`src/rtl/score_digit_decoder.sv`:
```
// ============================================================================
//  Module      : score_digit_decoder
//  Description : Samples the bounce count once per frame, converts it to BCD
//                with a serial double-dabble FSM and publishes glyph offsets.
//  Revision    : 1.0
// ============================================================================
`default_nettype none

module score_digit_decoder #(
    parameter int CNT_W    = 8,
    parameter int DIGITS   = 3,
    parameter int SPRITE_W = 10
) (
    input  logic                  Clk,
    input  logic                  Reset,
    input  logic                  frame_clk,
    input  logic                  clear,
    input  logic [CNT_W-1:0]      bounce,
    output logic                  busy,
    output logic                  valid,
    output logic [4*DIGITS-1:0]   bcd,
    output logic [8:0]            hundreds,
    output logic [8:0]            tens,
    output logic [8:0]            ones
);

    localparam int                  c_BCD_W  = 4 * DIGITS;
    localparam int                  c_ITER_W = $clog2(CNT_W + 1);
    localparam logic [c_ITER_W-1:0] c_LAST   = c_ITER_W'(CNT_W - 1);
    localparam logic [c_ITER_W-1:0] c_ONE    = c_ITER_W'(1);
    localparam logic [8:0]          c_STRIDE = 9'(SPRITE_W);

    typedef enum logic [1:0] {
        S_IDLE    = 2'd0,
        S_CONVERT = 2'd1,
        S_DONE    = 2'd2
    } state_t;

    state_t                 r_state;
    logic                   r_fq;
    logic                   r_pending;
    logic [CNT_W-1:0]       r_shadow;
    logic [CNT_W-1:0]       r_shift;
    logic [c_BCD_W-1:0]     r_scratch;
    logic [c_ITER_W-1:0]    r_iter;

    logic                   w_edge;
    logic [c_BCD_W-1:0]     w_adj;
    logic [c_BCD_W+CNT_W-1:0] w_shifted;
    logic [c_BCD_W-1:0]     w_next_scratch;
    logic [CNT_W-1:0]       w_next_shift;
    logic [8:0]             w_hund_off;
    logic [8:0]             w_tens_off;
    logic [8:0]             w_ones_off;

    assign w_edge = frame_clk & ~r_fq;

    // Add-3 correction on every nibble that would overflow past 9 when doubled
    for (genvar g = 0; g < DIGITS; g++) begin : g_adj
        assign w_adj[4*g +: 4] = (r_scratch[4*g +: 4] >= 4'd5) ?
                                 r_scratch[4*g +: 4] + 4'd3 :
                                 r_scratch[4*g +: 4];
    end

    assign w_shifted      = {w_adj, r_shift} << 1;
    assign w_next_scratch = w_shifted[c_BCD_W+CNT_W-1:CNT_W];
    assign w_next_shift   = w_shifted[CNT_W-1:0];

    assign w_ones_off = {5'd0, w_next_scratch[3:0]} * c_STRIDE;

    if (DIGITS >= 2) begin : g_tens
        assign w_tens_off = {5'd0, w_next_scratch[7:4]} * c_STRIDE;
    end else begin : g_no_tens
        assign w_tens_off = '0;
    end

    if (DIGITS >= 3) begin : g_hund
        assign w_hund_off = {5'd0, w_next_scratch[11:8]} * c_STRIDE;
    end else begin : g_no_hund
        assign w_hund_off = '0;
    end

    always_ff @(posedge Clk or negedge Reset) begin
        if (!Reset) begin
            r_state   <= S_IDLE;
            r_fq      <= 1'b0;
            r_pending <= 1'b0;
            r_shadow  <= '0;
            r_shift   <= '0;
            r_scratch <= '0;
            r_iter    <= '0;
            busy      <= 1'b0;
            valid     <= 1'b0;
            bcd       <= '0;
            hundreds  <= '0;
            tens      <= '0;
            ones      <= '0;
        end else begin
            r_fq <= frame_clk;
            if (clear) begin
                // Drops any in-flight conversion and forgets the last value
                r_state   <= S_IDLE;
                r_pending <= 1'b0;
                r_shadow  <= '0;
                busy      <= 1'b0;
                valid     <= 1'b0;
                bcd       <= '0;
                hundreds  <= '0;
                tens      <= '0;
                ones      <= '0;
            end else begin
                valid <= 1'b0;
                case (r_state)
                    S_IDLE: begin
                        if (w_edge || r_pending) begin
                            r_pending <= 1'b0;
                            if (bounce != r_shadow) begin
                                r_shift   <= bounce;
                                r_shadow  <= bounce;
                                r_scratch <= '0;
                                r_iter    <= '0;
                                busy      <= 1'b1;
                                r_state   <= S_CONVERT;
                            end
                        end
                    end
                    S_CONVERT: begin
                        if (w_edge) begin
                            r_pending <= 1'b1;
                        end
                        r_scratch <= w_next_scratch;
                        r_shift   <= w_next_shift;
                        r_iter    <= r_iter + c_ONE;
                        // Final shift: publish so valid is visible during DONE
                        if (r_iter == c_LAST) begin
                            bcd      <= w_next_scratch;
                            hundreds <= w_hund_off;
                            tens     <= w_tens_off;
                            ones     <= w_ones_off;
                            valid    <= 1'b1;
                            r_state  <= S_DONE;
                        end
                    end
                    S_DONE: begin
                        if (w_edge) begin
                            r_pending <= 1'b1;
                        end
                        busy    <= 1'b0;
                        r_state <= S_IDLE;
                    end
                    default: begin
                        busy    <= 1'b0;
                        r_state <= S_IDLE;
                    end
                endcase
            end
        end
    end

endmodule

`default_nettype wire

```
`config.mk`:
```
export PLATFORM = sky130hd
export DESIGN_NAME = score_digit_decoder
export DESIGN_NICKNAME = d
export VERILOG_FILES = /design/src/rtl/score_digit_decoder.sv
export SDC_FILE = /design/constraint.sdc
export NUM_CORES = 1
export LEC_CHECK = 0
export BUFFER_PORTS_ARGS = -buffer_cell sky130_fd_sc_hd__buf_4
export CAP_MARGIN = 20
export CORE_MARGIN = 2
export CORE_UTILIZATION = 35
export CTS_CLUSTER_SIZE = 25
export DETAILED_ROUTE_END_ITERATION = 7
export GPL_TIMING_DRIVEN = 0
export PLACE_DENSITY_LB_ADDON = 0.12
export SYNTH_ARGS = -nofsm -noshare
export SYNTH_HDL_FRONTEND = slang
export SYNTH_SLANG_ARGS = --single-unit
```
`constraint.sdc`:
```
create_clock -name Clk -period 2.5 [get_ports Clk]
set_input_delay 0.25 -clock Clk [delete_from_list [all_inputs] [get_ports Clk]]
set_output_delay 0.25 -clock Clk [all_outputs]
set_load 0.03 [all_outputs]
```
==> results.py <==
metrics = {
    "place": {
        "dp_cells": 498,
        "gp_congestion": 0.764,
        "place.detailed.hpwl_um": 5310,
        "io_buffers": 46,
    },
    "layout": {
        "multi_input_area_um2": 1860,
        "antenna_cells": 0,
        "final_cells": 522,
        "area_delta_synth_final_pct": 26.9,
        "n_fill_cell": 989,
        "seqCellArea_um2": 1630,
        "drive_gt1_frac": 0.360,
        "nets": 422,
    },
    "pwr": {
        "powerDensity_nw_per_um2": 650,
        "power_leakage_nw": 2.25,
        "max-vdd-ir-drop_mv": 0.306,
    },
    "grt": {
        "top_usage_layer": "met2",
        "use_met2": 0.240,
        "overflow": 0,
        "grt_pass1_wl_um": 13200,
        "track_usage": 0.152,
        "antenna_found_initial": 0,
        "first_global_vias": 2635,
        "grt_use_met3": 0.0468,
        "grt_max_degree": 66,
        "grt_use_met1": 0.203,
    },
    "clocking": {
        "clk_latency_ns": 0.34,
        "cts_buffer_depth": 2,
        "clkTransAtPathRegs_ns": 0.07,
        "cts_max_level": 3,
        "clock-sinks": 65,
        "cts-root-buf": "clkbuf_8",
        "numCtsBuffers": 9,
        "cts_tree": "built",
    },
    "route": {
        "ant_nets": 0,
        "vias_per_cell": 4.79,
        "dr.pass1.iters": 4,
        "drc": 0,
        "vias": 2498,
        "wl_per_cell_um": 15.0,
        "drt_iter0_drc": 63,
        "totalWireLength_um": 7820,
    },
    "synth": {
        "syn_area_um2": 3540,
        "async_reset_ff_frac": 1.00,
        "yosysTopAreaCellShare": 0.459,
        "synth_edf_count": 0,
        "yosysUniqueCellTypes": 48,
        "syn_area_per_cell_um2": 11.3,
        "syn_inst": 314,
        "yosysSeqAreaShare": 0.459,
        "yosys.area.top_type": "dfrtp_1",
        "synthTopCellsByArea": "dfrtp_1 (46%), ha_1 (7.8%), mux2i_1 (5.9%)",
        "yosysWarningCount": 0,
        "ys.flop_type": "dfrtp_1",
        "synth-seq-cells": 65,
    },
    "worst_setup_path": {
        "cp_max_fo": 3,
        "crit_buf_inv": 1,
        "critPathCaptureType": "flip-flop",
        "worst_path_max_delay_cell": "fa_2",
        "crit_chain": "ha_1 > nand2b_4 > a21oi_4 > mux2i_2 > ha_2 > ha_4 > inv_1 > fa_2 > o21ai_0",
        "crit_cells": 9,
        "criticalPathCategory": "flip-flop to flip-flop",
        "rrSetupSlack_ns": 0.14,
        "slowest_delay_ns": 0.52,
        "reg2reg_to": "ones[5]$_DFFE_PN0P_",
        "path_delay_family": "adder cells",
        "cp-start-kind": "flip-flop",
        "cp.required_ns": 2.70,
        "arrival_ns": 2.57,
        "reg2reg_from": "r_scratch[0]$_DFFE_PN0P_",
        "worstRegToRegCells": 9,
    },
    "timing": {
        "tightest_slew_ns": 0.880,
        "fin_crit_ns": 2.36,
        "slew_viol_final": 0,
        "max_freq_ghz": 0.423,
        "slew-limit-headroom": 0.413,
        "timing.hold.ws_ns": -0.000442,
        "skew_ns": 0.0119,
        "finalSetupViolations": 0,
        "hold_viol_final": 1,
        "fin_crit_sh": 0.946,
        "finalSetupTns_ns": 0,
    },
    "outcome": {
        "status": "finished with violations",
        "violations": "negative hold slack",
    },
    "floorplanning": {
        "start_util": 0.361,
        "die_area_um2": 10900,
        "core_area_um2": 9820,
        "num_io_pins": 53,
        "num_rows": 36,
        "die_w_um": 105,
        "die_h_um": 105,
    },
    "min_path": {
        "hp-class": "input port to async pin",
    },
    "flow_run": {
        "max_cap_viol_count": 0,
    },
}
## sequential cells by signal, indices dropped and copies added, names as in the netlist, 4 cells and up
| name | flops |
|---|---|
| hundreds | 5 |
| tens | 5 |
| r_iter | 4 |
| r_shift | 8 |
| bcd | 12 |
| r_shadow | 8 |
| ones | 5 |
| r_scratch | 12 |
## area by class of cell
type | count | area share
clock buffer | 11 | 0.0315
clock inverter | 3 | 0.00946
sequential | 65 | 0.362
inverter | 22 | 0.0184
buffer | 23 | 0.0345
timing repair buffer | 56 | 0.0941
tap | 133 | 0.0370
multi-input combinational | 209 | 0.413
## worst max path at each step
stage	startpoint	endpoint
floorplan	r_scratch[8]$_DFFE_PN0P_	hundreds[5]$_DFFE_PN0P_
global placement	r_scratch[8]$_DFFE_PN0P_	hundreds[5]$_DFFE_PN0P_
detailed placement	r_scratch[0]$_DFFE_PN0P_	ones[6]$_DFFE_PN0P_
CTS	r_scratch[0]$_DFFE_PN0P_	ones[6]$_DFFE_PN0P_
global route	r_scratch[4]$_DFFE_PN0P_	tens[6]$_DFFE_PN0P_
finish	r_scratch[0]$_DFFE_PN0P_	ones[5]$_DFFE_PN0P_
## cells by family (layout without fill, tap and decap cells)
group           count (synthesis)  in the layout  share of synthesized area
fa+ha+maj                      25             25                     0.0918
other cells                     1              6                    0.00106
buf+inv                        45            115                     0.0671
simple gates                   67             67                     0.0943
flops                          65             65                      0.459
mux                            39             39                      0.126
compound gates                 58             58                      0.126
xor+xnor                       14             14                     0.0346
## per-layer routing
metal | vias to the layer above | share of wire
met1 | 1227 | 0.49
met5 | - | 0
li1 | 1219 | -
met2 | 45 | 0.47
met4 | 0 | 0.0091
met3 | 7 | 0.037
## worst register-to-register path: stages, from the launching register on
cell      delay, ns
dfrtp_1        0.40
ha_1           0.21
nand2b_4       0.15
a21oi_4        0.20
mux2i_2        0.26
ha_2           0.23
ha_4           0.13
inv_1          0.05
fa_2           0.52
o21ai_0        0.08
## power by group
part           internal (mW)  total, mW  switching (mW)
sequential              1.18       1.29           0.111
combinational          0.390      0.762           0.373
clock                  0.476      0.870           0.394
## stage by stage
step	cell area [µm²]	utilization	setup WS, ns	hold slack [ns]	power [mW]
after global placement	4070	0.415	-0.230	0.371	1.93
after detailed placement	4070	0.415	-0.299	0.376	1.95
after CTS	4330	0.441	-0.0213	0.0159	2.88
after floorplan	3560	-	0.0377	-0.0456	1.77
final	4500	0.458	0.135	-0.000442	2.92
after global routing	4500	0.458	-0.00276	0.0925	3.11
## cells in the mapped netlist, drive strengths merged (2+ instances only)
cell type / n
nor2: 12
nand3: 3
dfrtp: 65
ha: 22
buf: 18
a21o: 4
inv: 21
nor3b: 4
o21ai: 13
o31ai: 2
nand2b: 9
a21oi: 10
nand3b: 2
nor2b: 6
a22o: 17
xnor2: 12
mux2i: 21
mux2: 18
xor2: 2
nand4: 3
fa: 2
clkbuf: 5
nand2: 23
or3: 2
## placed cells by master (no fill, tap or decap), types with 7 or more instances in the layout
cell / Yosys / routed
nand2_1: 23 / 23
ha_1: 22 / 15
clkbuf_8: 0 / 10
nand2b_1: 9 / 7
buf_4: 12 / 67
mux2_2: 9 / 9
nor2_1: 12 / 12
mux2i_1: 21 / 18
xnor2_1: 12 / 8
inv_1: 21 / 15
o21ai_0: 12 / 8
mux2_4: 9 / 9
a22o_1: 17 / 17
dfrtp_1: 65 / 64
## what timing repair did
action                                 CTS  global route
setup endpoints to repair                6             7
endpoints found under the hold margin    0             1
resized for setup                       12            29
buffers inserted                         4             5
hold buffers                             0             1
pin swaps                                2             8
No activity file was read; power rests on OpenSTA's default activity.
